`config.mk`:
```
export PLATFORM = sky130hd
export DESIGN_NAME = s1238_n117_bist_flat
export DESIGN_NICKNAME = d
export VERILOG_FILES = /design/src/rtl/s1238_bist_pkg.sv /design/src/rtl/s1238_n117_bist_if.sv /design/src/rtl/s1238_sig_misr.sv /design/src/rtl/s1238_n117_bist.sv /design/src/flat_wrapper.sv
export SDC_FILE = /design/constraint.sdc
export NUM_CORES = 1
export LEC_CHECK = 0
export ABC_CLOCK_PERIOD_IN_PS = 7950
export BUFFER_PORTS_ARGS = -buffer_cell sky130_fd_sc_hd__buf_2
export CORE_ASPECT_RATIO = 1.25
export CORE_MARGIN = 1
export CORE_UTILIZATION = 35
export CTS_CLUSTER_SIZE = 25
export DETAILED_ROUTE_END_ITERATION = 6
export PLACE_DENSITY_LB_ADDON = 0.15
export SLEW_MARGIN = 0
export SYNTH_ARGS = -nofsm -noshare
export SYNTH_HDL_FRONTEND = slang
export SYNTH_SLANG_ARGS = --single-unit
```
`constraint.sdc`:
```
create_clock -name CK -period 7.95 [get_ports CK]
set_input_delay 1.59 -clock CK [delete_from_list [all_inputs] [get_ports CK]]
set_output_delay 1.59 -clock CK [all_outputs]
set_load 0.005 [all_outputs]
```
`src/rtl/s1238_bist_pkg.sv`:
```
// Shared types and constants for the s1238 cone BIST harness.
// Holds the FSM encoding, LFSR taps, signature defaults and the pattern-bus bit order.
package s1238_bist_pkg;

    localparam int N_IN  = 18;
    localparam int CNT_W = 16;
    localparam int SIG_W = 16;

    localparam logic [SIG_W-1:0] SIG_INIT = 16'hFFFF;
    localparam logic [SIG_W-1:0] POLY     = 16'h1021;

    localparam int LFSR_TAP_HI = 17;
    localparam int LFSR_TAP_LO = 10;

    // Cone input G-number driven by each pat_out bit, listed from bit 17 down to bit 0.
    localparam int PAT_ORDER [N_IN] = '{1, 3, 4, 10, 34, 13, 7, 9, 6, 8, 12, 11, 46, 5, 31, 0, 2, 30};

    typedef enum logic [1:0] {IDLE, APPLY, CAPTURE, DONE} state_t;

    function automatic logic [N_IN-1:0] lfsr_next(input logic [N_IN-1:0] s);
        return {s[N_IN-2:0], s[LFSR_TAP_HI] ^ s[LFSR_TAP_LO]};
    endfunction

endpackage

```
`src/rtl/s1238_n117_bist_if.sv`:
```
// Control/observation bundle between the BIST harness and its host plus the cone under test.
// master drives start/abort/seed/num_patterns and plays the cone (resp_in); slave is the harness.
interface s1238_n117_bist_if;
    import s1238_bist_pkg::*;

    logic                 start;
    logic                 abort;
    logic [N_IN-1:0]      seed;
    logic [CNT_W-1:0]     num_patterns;
    logic [N_IN-1:0]      pat_out;
    logic                 resp_in;
    logic                 busy;
    logic                 done;
    logic [SIG_W-1:0]     signature;
    logic [CNT_W-1:0]     ones_count;

    modport master (
        output start, abort, seed, num_patterns, resp_in,
        input  pat_out, busy, done, signature, ones_count
    );

    modport slave (
        input  start, abort, seed, num_patterns, resp_in,
        output pat_out, busy, done, signature, ones_count
    );

endinterface

```
`src/rtl/s1238_sig_misr.sv`:
```
// Serial signature register: shifts one response bit per enabled cycle with polynomial feedback.
// init reloads the start value and wins over en.
module s1238_sig_misr #(
    parameter int           W    = 16,
    parameter logic [W-1:0] POLY = 16'h1021,
    parameter logic [W-1:0] INIT = 16'hFFFF
) (
    input  logic         CK,
    input  logic         RST,
    input  logic         init,
    input  logic         en,
    input  logic         shift_in,
    output logic [W-1:0] sig
);

    logic fb;

    assign fb = sig[W-1] ^ shift_in;

    // NOTE: sequential state uses non-blocking assignments and an async reset in the sensitivity list.
    always_ff @(posedge CK or posedge RST) begin
        if (RST) begin
            sig <= INIT;
        end else if (init) begin
            sig <= INIT;
        end else if (en) begin
            sig <= {sig[W-2:0], 1'b0} ^ (fb ? POLY : '0);
        end
    end

endmodule

```
`src/rtl/s1238_n117_bist.sv`:
```
// BIST harness for the s1238 n117 cone: LFSR stimulus, 2 cycles per pattern, MISR compaction,
// saturating ones counter and a start/busy/done handshake with abort.
module s1238_n117_bist
    import s1238_bist_pkg::*;
(
    input  logic              CK,
    input  logic              RST,
    s1238_n117_bist_if.slave  bus
);

    state_t            state_q, state_d;
    logic [N_IN-1:0]   lfsr_q;
    logic [N_IN-1:0]   pat_q;
    logic [CNT_W-1:0]  cnt_q;
    logic [CNT_W-1:0]  ones_q;
    logic              load_run;
    logic              apply_en;
    logic              capture_en;
    logic              busy;
    logic              done;

    always_ff @(posedge CK or posedge RST) begin
        if (RST) state_q <= IDLE;
        else     state_q <= state_d;
    end

    // NOTE: every combinational output gets a default first so no path leaves it unassigned (no latch).
    always_comb begin
        state_d = state_q;
        if (bus.abort) begin
            state_d = IDLE;
        end else begin
            unique case (state_q)
                IDLE, DONE: if (bus.start) state_d = (bus.num_patterns == '0) ? DONE : APPLY;
                APPLY:      state_d = CAPTURE;
                CAPTURE:    state_d = (cnt_q == CNT_W'(1)) ? DONE : APPLY;
                default:    state_d = IDLE;
            endcase
        end
    end

    always_comb begin
        busy       = 1'b0;
        done       = 1'b0;
        load_run   = 1'b0;
        apply_en   = 1'b0;
        capture_en = 1'b0;
        unique case (state_q)
            IDLE:    load_run   = bus.start && !bus.abort;
            APPLY: begin
                busy     = 1'b1;
                apply_en = !bus.abort;
            end
            CAPTURE: begin
                busy       = 1'b1;
                capture_en = !bus.abort;
            end
            DONE: begin
                done     = 1'b1;
                load_run = bus.start && !bus.abort;
            end
            default: ;
        endcase
    end

    // A zero seed would lock the LFSR, so it is replaced by 1.
    always_ff @(posedge CK or posedge RST) begin
        if (RST) begin
            lfsr_q <= N_IN'(1);
            pat_q  <= '0;
            cnt_q  <= '0;
            ones_q <= '0;
        end else begin
            if (load_run) begin
                lfsr_q <= (bus.seed == '0) ? N_IN'(1) : bus.seed;
                cnt_q  <= bus.num_patterns;
                ones_q <= '0;
            end
            if (apply_en) pat_q <= lfsr_q;
            if (capture_en) begin
                lfsr_q <= lfsr_next(lfsr_q);
                cnt_q  <= cnt_q - 1'b1;
                if (bus.resp_in && ones_q != '1) ones_q <= ones_q + 1'b1;
            end
        end
    end

    s1238_sig_misr #(
        .W    (SIG_W),
        .POLY (POLY),
        .INIT (SIG_INIT)
    ) u_misr (
        .CK       (CK),
        .RST      (RST),
        .init     (load_run),
        .en       (capture_en),
        .shift_in (bus.resp_in),
        .sig      (bus.signature)
    );

    assign bus.pat_out    = pat_q;
    assign bus.ones_count = ones_q;
    assign bus.busy       = busy;
    assign bus.done       = done;

endmodule
```
`src/flat_wrapper.sv`:
```
// flat-port wrapper written by rule: the top's interface ports become plain ports
module s1238_n117_bist_flat import s1238_bist_pkg::*;
  (CK, RST, bus_start, bus_abort, bus_seed, bus_num_patterns, bus_resp_in, bus_pat_out, bus_busy, bus_done, bus_signature, bus_ones_count);
  s1238_n117_bist_if bus_i ();
  input  logic CK;
  input  logic RST;
  input wire logic [$bits(bus_i.start)-1:0] bus_start;
  input wire logic [$bits(bus_i.abort)-1:0] bus_abort;
  input wire logic [$bits(bus_i.seed)-1:0] bus_seed;
  input wire logic [$bits(bus_i.num_patterns)-1:0] bus_num_patterns;
  input wire logic [$bits(bus_i.resp_in)-1:0] bus_resp_in;
  output wire logic [$bits(bus_i.pat_out)-1:0] bus_pat_out;
  output wire logic [$bits(bus_i.busy)-1:0] bus_busy;
  output wire logic [$bits(bus_i.done)-1:0] bus_done;
  output wire logic [$bits(bus_i.signature)-1:0] bus_signature;
  output wire logic [$bits(bus_i.ones_count)-1:0] bus_ones_count;
  assign bus_i.start = bus_start;
  assign bus_i.abort = bus_abort;
  assign bus_i.seed = bus_seed;
  assign bus_i.num_patterns = bus_num_patterns;
  assign bus_i.resp_in = bus_resp_in;
  assign bus_pat_out = bus_i.pat_out;
  assign bus_busy = bus_i.busy;
  assign bus_done = bus_i.done;
  assign bus_signature = bus_i.signature;
  assign bus_ones_count = bus_i.ones_count;
  s1238_n117_bist u_core (.CK(CK), .RST(RST), .bus(bus_i));
endmodule
```
==> results of run 1 <==
==> worst max-delay path: stages <==
cell and delay, ns:
buf_2 0.20, nor2b_2 0.13, buf_4 0.29, a21oi_1 0.13, a41oi_1 0.77, a21boi_0 0.25, mux2i_1 0.09
==> synthesized netlist by cell type (4+ instances only) <==
master,number
and3_1,8
ha_1,7
xnor2_1,5
clkbuf_1,18
a21oi_1,15
a31oi_1,27
o21ai_0,16
nor2_1,40
or4_1,4
inv_1,9
mux2i_1,6
nand2_1,98
dfrtp_1,69
nor3_1,8
a41oi_1,5
nand3_1,32
dfstp_2,17
mux2_2,20
a221o_1,4
nor4_1,11
==> power by group through the flow <==
| stage | Sequential [mW] | Combinational [mW] | Clock (mW) |
|---|---|---|---|
| finish | 0.792 | 0.600 | 0.394 |
| global route | 0.823 | 0.680 | 0.426 |
| CTS | 0.795 | 0.610 | 0.406 |
| detailed placement | 0.802 | 0.609 | 0 |
| global placement | 0.794 | 0.594 | 0 |
| floorplan | 0.769 | 0.405 | 0 |
==> flip-flops by register name (all words and copies together) (netlist names) <==
signal                 cells
u_core.bus.ones_count     16
u_core.lfsr_q             18
u_core.cnt_q              16
u_core.u_misr.sig         16
u_core.bus.pat_out        18
u_core.state_q             2
==> cells in the final DEF, fill, tap and decap left out, drive strengths merged, types with 4 or more instances in the layout <==
| cell | n |
|---|---|
| a21oi | 15 |
| a221o | 4 |
| a31oi | 27 |
| a41oi | 5 |
| and3 | 8 |
| buf | 95 |
| clkbuf | 11 |
| dfrtp | 69 |
| dfstp | 17 |
| ha | 7 |
| inv | 8 |
| mux2 | 20 |
| mux2i | 6 |
| nand2 | 98 |
| nand3 | 32 |
| nor2 | 40 |
| nor3 | 8 |
| nor4 | 12 |
| o21ai | 17 |
| or4 | 5 |
| xnor2 | 5 |
==> metrics by stage <==
step / total power [mW] / instance area, µm² / setup WS [ns] / utilization / cells
6_report: 1.79 / 5230 / 4.69 / 0.432 / 720
5_1_grt: 1.93 / 5230 / 4.48 / 0.432 / 720
4_1_cts: 1.81 / 5230 / 4.63 / 0.432 / 720
3_5_place_dp: 1.41 / 4950 / 4.28 / 0.409 / 704
3_3_place_gp: 1.39 / 4950 / 4.30 / 0.409 / 704
2_1_floorplan: 1.17 / 4330 / 4.17 / - / 468
==> cell families after synthesis <==
group	Yosys count
AOI/OAI and AO/OA	91
xor gates and xnor gates	8
adders and majority gates	7
buffers and inverters	32
DFF	86
and+or+nand+nor	218
muxes	26
==> routing by layer <==
metal,vias up,track usage,share of wire
met4,0,0.0580,0.013
met3,9,0.0364,0.046
li1,1836,-,-
met1,1826,0.253,0.45
met2,93,0.297,0.49
met5,-,0,0
==> path summary, 6_finish.rpt <==
path | to | slack, ns | cells after the start
max in group asynchronous | u_core.bus.ones_count[7] | 5.54 | 3
worst min register to register | u_core.bus.ones_count[14] | 0.49 | 1
min in group asynchronous | u_core.bus.pat_out[8] | 1.33 | 2
worst min-delay path | u_core.bus.ones_count[14] | 0.49 | 1
worst max register to register | u_core.bus.ones_count[14] | 4.98 | 8
worst max-delay path | u_core.bus.ones_count[14] | 4.69 | 7
==> final cells by class <==
type | count | share of cell area
inverters | 9 | 0.00670
clock buffers | 11 | 0.0464
clock inverters | 5 | 0.00670
well taps | 164 | 0.0393
repair buffers | 95 | 0.0934
multi-input cells | 350 | 0.392
flip-flops and latches | 86 | 0.416
==> results.toml, run 1 <==
[outcome]
status = "complete, no violations"

[synth]
synth_compound_gate_area_share = 0.137
synthArstFlopShare = 1.00
yosys_warnings = 0
synth.mux.area_fraction = 0.0658
synth_adder_area_share = 0.0202
synth_top_family_by_area = "simple AND/OR/NAND/NOR gates"
synthTopCellsByArea = "dfrtp_1 (40%), dfstp_2 (10%), nand2_1 (8.5%)"
yosysTopAreaCellShare = 0.398
synth_simple_gate_area_share = 0.231
synth.yosys.seq_area_share = 0.502
syn-num-nets = 514
flops_latches_synth = 86
post_synth_inst_count = 468
syn-cell-area_mm2 = 0.00433
netlist-cell-type-count = 49
xor_xnor_share_of_the_synthesized_area = 0.0162
synth_edf_count = 0
avgSynthCellArea_um2 = 9.26
ys.flop_type = "dfrtp_1"
post-synth-top-area-cell = "dfrtp_1"

[global_route]
gr-usage-all-layers = 0.186
first_pass_grt_wire_length_um = 18600
grt_start_max_net_pins = 60
global_route.overflow_total = 0
initial_antenna_violation_count = 0
first_global_vias = 3587

[pwr]
power.internal_mw = 1.15
power.combinational.fraction = 0.336
seqPwrFrac = 0.443
total_switching_power_mw = 0.641
ir_drop_mv = 0.150
switching_share_of_power = 0.359
power.clock.fraction = 0.221
cellLeakagePower_nw = 2.38
p_per_area_mw_per_mm2 = 342

[clock_tree]
htree_num_levels = 3
clock_pin_transition_on_the_worst_setup_and_hold_timing_paths_ns = 0.06
worstSkewPairLatency_ns = 0.33
cts-hold-fix-buffers = 0
tritoncts = "yes"
tritoncts.num_buffers = 9
post-cts-setup-buffers = 0
cts_buffer_depth = 2
cts_root_buf = "clkbuf_16"
cts.sink_count = 86
cts_resized = 0

[drt]
num_vias = 3764
detail_route.wirelength_um = 11200
first_iter_violations = 172
detail_route.wl_per_cell_um = 15.5
routed_via_density = 5.23
postRouteAntennaNets = 0
drc = 0
drt_first_pass_iters = 4

[critical_path]
regToRegStartpoint = "u_core.state_q[0]"
cp_data_arrival_time_ns = 3.48
crit_fanout = 29
worst_setup_path_start_kind = "input pin"
startpoint = "bus_abort"
critical_path_class = "in -> reg"
crit_path_end_kind = "flop"
cp_data_required_time_ns = 8.17

[cells_and_area]
regArea_mm2 = 0.00217
final_layout_size_suffix_gt1_frac = 0.281
total_number_of_nets_in_the_final_design = 597
multi_input_logic_area_mm2 = 0.00205
nFillCells = 1218
insertedDiodeCount = 0
syn_to_layout_area_delta_pct = 20.6

[sta]
report.final.slew_viol_count = 0
timing.final.crit_share = 0.410
timing.final.hold_violations = 0
final.setup_skew_ns = 0.00668
finalSetupTns_ns = 0
final.hold.worst_slack_ns = 0.493
grt_setup_unrepaired = "false"
worstMarginPinSlew_ns = 1.01
worst_slew_margin_rel = 0.318
finalSetupViolations = 0
finalCriticalPeriod_ns = 3.26
fmax_ghz = 0.307

[worst_hold_path]
worst_hold_startpoint = "u_core.bus.ones_count[14]"
worst_hold_path_type = "reg -> reg"

[place]
portBuffers = 90
routabilityCongestion = 0.867
hpwl_um = 7910

[floorplan]
die_area_mm2 = 0.0128
placementRows = 45
core_region_area_mm2 = 0.0121
horizontal_extent_of_the_die_um = 102
io_pins = 91
start_util = 0.358
dieHeight_um = 126

[run]
max-cap-violations = 0
(Power assumes the default switching activity.)
==> run 2, diff against run 1 <==
--- a/config.mk
+++ b/config.mk
@@ -5,7 +5,7 @@
 export SDC_FILE = /design/constraint.sdc
 export NUM_CORES = 1
 export LEC_CHECK = 0
-export ABC_CLOCK_PERIOD_IN_PS = 7950
+export ABC_CLOCK_PERIOD_IN_PS = 3100
 export BUFFER_PORTS_ARGS = -buffer_cell sky130_fd_sc_hd__buf_2
 export CORE_ASPECT_RATIO = 1.25
 export CORE_MARGIN = 1
==> constraint.sdc (replaced) <==
create_clock -name CK -period 3.1 [get_ports CK]
set_input_delay 0.62 -clock CK [delete_from_list [all_inputs] [get_ports CK]]
set_output_delay 0.62 -clock CK [all_outputs]
set_load 0.005 [all_outputs]
==> run 2 against run 1 <==
Register-to-register slack got worse by 4.1 ns; power rose to 2.7 times the previous value; die area did not move; largest power group unchanged; global-route usage fell by 0.15 points; critical endpoint is now u_core.bus.ones_count[6]; clock power rose to 2.9 times the previous value; sequential power rose to 2.6 times the previous value; flip-flop and latch count did not move; cell count rose by 0.56%; first-iteration DRC count fell by 10%; final area rose by 1.7%; via count rose by 0.50%; utilization rose by 0.73 points.
==> results.toml, run 2 (synthesis results as in run 1) <==
[cells_and_area]
final_layout_size_suffix_gt1_frac = 0.286
final_cell_mix = "nand2_1 (97), buf_2 (90), dfrtp_1 (69)"
mostFrequentLayoutCell = "nand2_1"
insertedDiodeCount = 0
finalCoreUtilization = 0.439
syn_to_layout_area_delta_pct = 22.7
layout.cells.non_filler = 724
total_number_of_nets_in_the_final_design = 601
final_area_mm2 = 0.00532

[critical_path]
crit_fanout = 8
critical_path_class = "reg -> reg"
cp_data_required_time_ns = 3.31
master_of_the_slowest_instance_on_the_critical_path = "a41oi_1"
worst_setup_path_start_kind = "flop"
critical_path_buf_inv_count = 2
crit_chain = "inv_1 > ha_1 > nor2b_2 > a21oi_1 > a41oi_1 > buf_4 > a31oi_1"
largest_delay_share_family_worst_path = "compound AO/OA/AOI/OAI gates"
cp_data_arrival_time_ns = 2.43
crit_path_end_kind = "flop"
timing.critical_path.slowest_cell_delay_ns = 0.59

[clock_tree]
cts.sink_count = 86
cts-hold-fix-buffers = 0
cts_buffer_depth = 2
cts_root_buf = "clkbuf_16"
tritoncts.num_buffers = 9
tritoncts = "yes"
cts_resized = 0
htree_num_levels = 3
worstSkewPairLatency_ns = 0.34
clock_pin_transition_on_the_worst_setup_and_hold_timing_paths_ns = 0.06
post-cts-setup-buffers = 0

[pwr]
ir_drop_mv = 0.336
post-layout-total-power_mw = 4.74
cellLeakagePower_nw = 2.44
p_per_area_mw_per_mm2 = 891

[sta]
worstMarginPinSlew_ns = 0.735
worst_slew_margin_rel = 0.504
finalCriticalPeriod_ns = 2.22
fmax_ghz = 0.450
finalSetupViolations = 0
final.setup_skew_ns = 0.00497
timing.final.hold_violations = 0
timing.final.crit_share = 0.717
final.hold.worst_slack_ns = 0.307
finalSetupTns_ns = 0
final_worst_setup_slack_ns = 0.878
report.final.slew_viol_count = 0
grt_setup_unrepaired = "false"

[place]
portBuffers = 90
routabilityCongestion = 0.879
placedCellCount = 708
hpwl_um = 7970
postPlaceCellArea_mm2 = 0.00500
detailedPlace.worstSlack_ns = 0.739

[global_route]
first_global_vias = 3556
first_pass_grt_wire_length_um = 18300
initial_antenna_violation_count = 0
global_route.overflow_total = 0
gr-usage-all-layers = 0.184
grt_start_max_net_pins = 59

[floorplan]
core_region_area_mm2 = 0.0121
dieHeight_um = 126
die_area_mm2 = 0.0128
start_util = 0.358
io_pins = 91
horizontal_extent_of_the_die_um = 102
placementRows = 45

[run]
max-cap-violations = 0

[drt]
routed_via_density = 5.23
first_iter_violations = 154
detail_route.wirelength_um = 11100
detail_route.wl_per_cell_um = 15.4
drc = 0
postRouteAntennaNets = 0
drt_first_pass_iters = 4
num_vias = 3783

[worst_hold_path]
worst_hold_path_type = "in -> async"

[outcome]
status = "complete, no violations"
==> run 2: changes by cell type in the layout (fill, tap and decap cells not counted) <==
| cell | before | now |
|---|---|---|
| clkinv_4 | 1 | 0 |
| clkbuf_1 | 1 | 2 |
| clkinv_2 | 1 | 3 |
| buf_4 | 5 | 7 |
| clkbuf_16 | 9 | 10 |
| clkinvlp_4 | 3 | 0 |
| clkinv_1 | 1 | 0 |
| buf_12 | 0 | 2 |
| bufinv_16 | 0 | 1 |
==> run 2: final timing paths <==
| kind | startpoint | to | slack [ns] | depth (start not counted) |
|---|---|---|---|---|
| hold / removal | RST | u_core.bus.pat_out[9] | 0.31 | 2 |
| hold reg to reg | u_core.lfsr_q[0] | u_core.lfsr_q[0] | 0.49 | 2 |
| setup / recovery | u_core.state_q[0] | u_core.bus.ones_count[6] | 0.88 | 7 |
| max in group asynchronous | RST | u_core.u_misr.sig[3] | 2.04 | 3 |
| setup reg to reg | u_core.state_q[0] | u_core.bus.ones_count[6] | 0.88 | 7 |
| min in group CK | u_core.lfsr_q[0] | u_core.lfsr_q[0] | 0.49 | 2 |
==> run 2: final cells by class <==
class / count / area, µm²
tap: 164 / 205
clock buffer: 13 / 272
multi-input combinational: 350 / 2050
sequential: 86 / 2170
fill: 1213 / 6790
timing repair buffer: 99 / 543
clock inverter: 3 / 40.0
inverter: 9 / 35.0
==> run 2: where the power goes <==
part	switching [mW]	leakage (nW)	internal (mW)
clock network	0.434	0.155	0.694
logic	0.817	1.26	0.752
registers	0.395	1.03	1.64
total	1.65	2.44	3.09
==> run 2: worst reg2reg max path, stage by stage (launching register included) <==
cell     delay, ns
dfrtp_1       0.43
inv_1         0.08
ha_1          0.20
nor2b_2       0.33
a21oi_1       0.12
a41oi_1       0.59
buf_4         0.26
a31oi_1       0.08
==> run 2: per-layer routing <==
metal	part of all wire	GRT usage
met2	0.48	0.298
met4	0.019	0.0725
met5	0	0
met1	0.47	0.245
met3	0.033	0.0287
==> run 3, diff against run 2 <==
--- a/config.mk
+++ b/config.mk
@@ -5,7 +5,7 @@
 export SDC_FILE = /design/constraint.sdc
 export NUM_CORES = 1
 export LEC_CHECK = 0
-export ABC_CLOCK_PERIOD_IN_PS = 3100
+export ABC_CLOCK_PERIOD_IN_PS = 1900
 export BUFFER_PORTS_ARGS = -buffer_cell sky130_fd_sc_hd__buf_2
 export CORE_ASPECT_RATIO = 1.25
 export CORE_MARGIN = 1
==> constraint.sdc (replaced) <==
create_clock -name CK -period 1.9 [get_ports CK]
set_input_delay 0.38 -clock CK [delete_from_list [all_inputs] [get_ports CK]]
set_output_delay 0.38 -clock CK [all_outputs]
set_load 0.005 [all_outputs]
==> run 3 against run 2 <==
The flow now finishes with violations (negative setup slack); worst hold slack worse by 0.00055 ns; clock-buffer cell count is 3 lower; cell count is 6.5% higher; global-route usage is 1.0 points higher; sequential power is 58% higher; combinational power is 100% higher; clock power is 56% higher; flip-flop and latch count stayed put; largest cell class is now multi-input gates; largest power group unchanged.
==> results.toml, run 3 (synthesis results as in run 1) <==
[drt]
postRouteAntennaNets = 0
detail_route.wirelength_um = 11800
first_iter_violations = 207
drc = 0
num_vias = 4019
drt_first_pass_iters = 4
detail_route.wl_per_cell_um = 15.3
routed_via_density = 5.21

[critical_path]
regToRegStartpoint = "u_core.cnt_q[5]"
crit_path_end_kind = "flop"
crit-reg2reg-capture = "u_core.cnt_q[9]"
startpoint = "u_core.cnt_q[5]"
worst_setup_path_start_kind = "flop"
reg2reg_setup_slack_ns = -0.16
crit_fanout = 3
cp_data_required_time_ns = 2.13
worstRegToRegCells = 5
critical_path_class = "reg -> reg"
worstSetupEndpoint = "u_core.cnt_q[9]"
cp_data_arrival_time_ns = 2.29

[sta]
final_worst_setup_slack_ns = -0.164
timing.final.crit_share = 1.09
final.hold.worst_slack_ns = 0.306
report.final.slew_viol_count = 0
grt_setup_unrepaired = "true"
timing.final.hold_violations = 0
worst_slew_margin_rel = 0.764
fmax_ghz = 0.485
finalCriticalPeriod_ns = 2.06
finalSetupViolations = 5
worstMarginPinSlew_ns = 0.352
final.setup_skew_ns = 0.00492
finalSetupTns_ns = -0.457

[floorplan]
placementRows = 45
dieHeight_um = 126
die_area_mm2 = 0.0128
core_region_area_mm2 = 0.0121
io_pins = 91
start_util = 0.358
horizontal_extent_of_the_die_um = 102

[clock_tree]
cts_root_buf = "clkbuf_16"
tritoncts = "yes"
clock_pin_transition_on_the_worst_setup_and_hold_timing_paths_ns = 0.06
cts.sink_count = 86
tritoncts.num_buffers = 9
htree_num_levels = 3
worstSkewPairLatency_ns = 0.34
cts_buffer_depth = 2

[run]
max-cap-violations = 0

[place]
routabilityCongestion = 0.859
portBuffers = 90
hpwl_um = 8570
postPlaceCellArea_mm2 = 0.00535

[cells_and_area]
syn_to_layout_area_delta_pct = 34.4
nFillCells = 1187
total_number_of_nets_in_the_final_design = 648
regArea_mm2 = 0.00217
insertedDiodeCount = 0
mostFrequentLayoutCell = "nand2_1"
final_area_mm2 = 0.00582
finalCoreUtilization = 0.481
multi_input_logic_area_mm2 = 0.00218
final_layout_size_suffix_gt1_frac = 0.372
final_cell_mix = "nand2_1 (94), buf_2 (90), dfrtp_1 (69)"

[pwr]
p_per_area_mw_per_mm2 = 1400
cellLeakagePower_nw = 2.72
ir_drop_mv = 0.596
post-layout-total-power_mw = 8.14

[global_route]
grt_start_max_net_pins = 41
global_route.overflow_total = 0
first_pass_grt_wire_length_um = 19100
first_global_vias = 3929
gr-usage-all-layers = 0.194
initial_antenna_violation_count = 0

[outcome]
violations = "negative setup slack"
status = "finished, violations left"

[worst_hold_path]
worst_hold_path_type = "in -> reg"
run 3: cell type report:
type	instances	share of cell area
Multi-Input combinational cell	350	0.374
Sequential cell	86	0.373
Timing Repair Buffer	146	0.161
Clock buffer	10	0.0393
Tap cell	164	0.0352
Clock inverter	6	0.0110
Inverter	9	0.00645
run 3: worst min-delay path by stage:
stage,from,endpoint,depth (start not counted)
detailed placement,RST,u_core.bus.pat_out[4],2
global placement,RST,u_core.bus.pat_out[3],2
finish,bus_num_patterns[4],u_core.cnt_q[4],3
floorplan,u_core.lfsr_q[0],u_core.lfsr_q[0],2
global route,bus_seed[11],u_core.lfsr_q[11],3
CTS,bus_num_patterns[4],u_core.cnt_q[4],3
run 3: metal layers:
layer	global-route usage	vias up	wire length, µm
met5	0	-	0
met4	0.0895	0	231
met1	0.246	1939	5340
li1	-	1953	-
met3	0.0413	18	456
met2	0.314	109	5780
run 3: stage by stage:
step,worst slack [ns],cells
3_3_place_gp,-0.141,750
6_report,-0.164,771
2_1_floorplan,-0.112,468
4_1_cts,-0.169,767
5_1_grt,-0.189,771
3_5_place_dp,-0.165,750
run 3: where the power goes:
part / switching, mW / total (mW) / internal [mW] / leakage [nW]
clock network: 0.742 / 1.76 / 1.02 / 0.138
registers: 0.549 / 3.23 / 2.68 / 1.03
logic: 1.59 / 3.15 / 1.56 / 1.55
run 3: repair_timing:
item	in CTS	in global routing
pin swaps	4	6
setup buffers	0	4
hold buffers	1	0
setup endpoints to repair	5	19
endpoints found under the hold margin	6	0
resized for setup	8	22
run 3: worst max-delay path: stages (launching register included):
cell	delay (ns)
dfrtp_1	0.38
or4_4	0.53
or2_4	0.26
or4_4	0.49
o22a_1	0.19
o21a_1	0.10
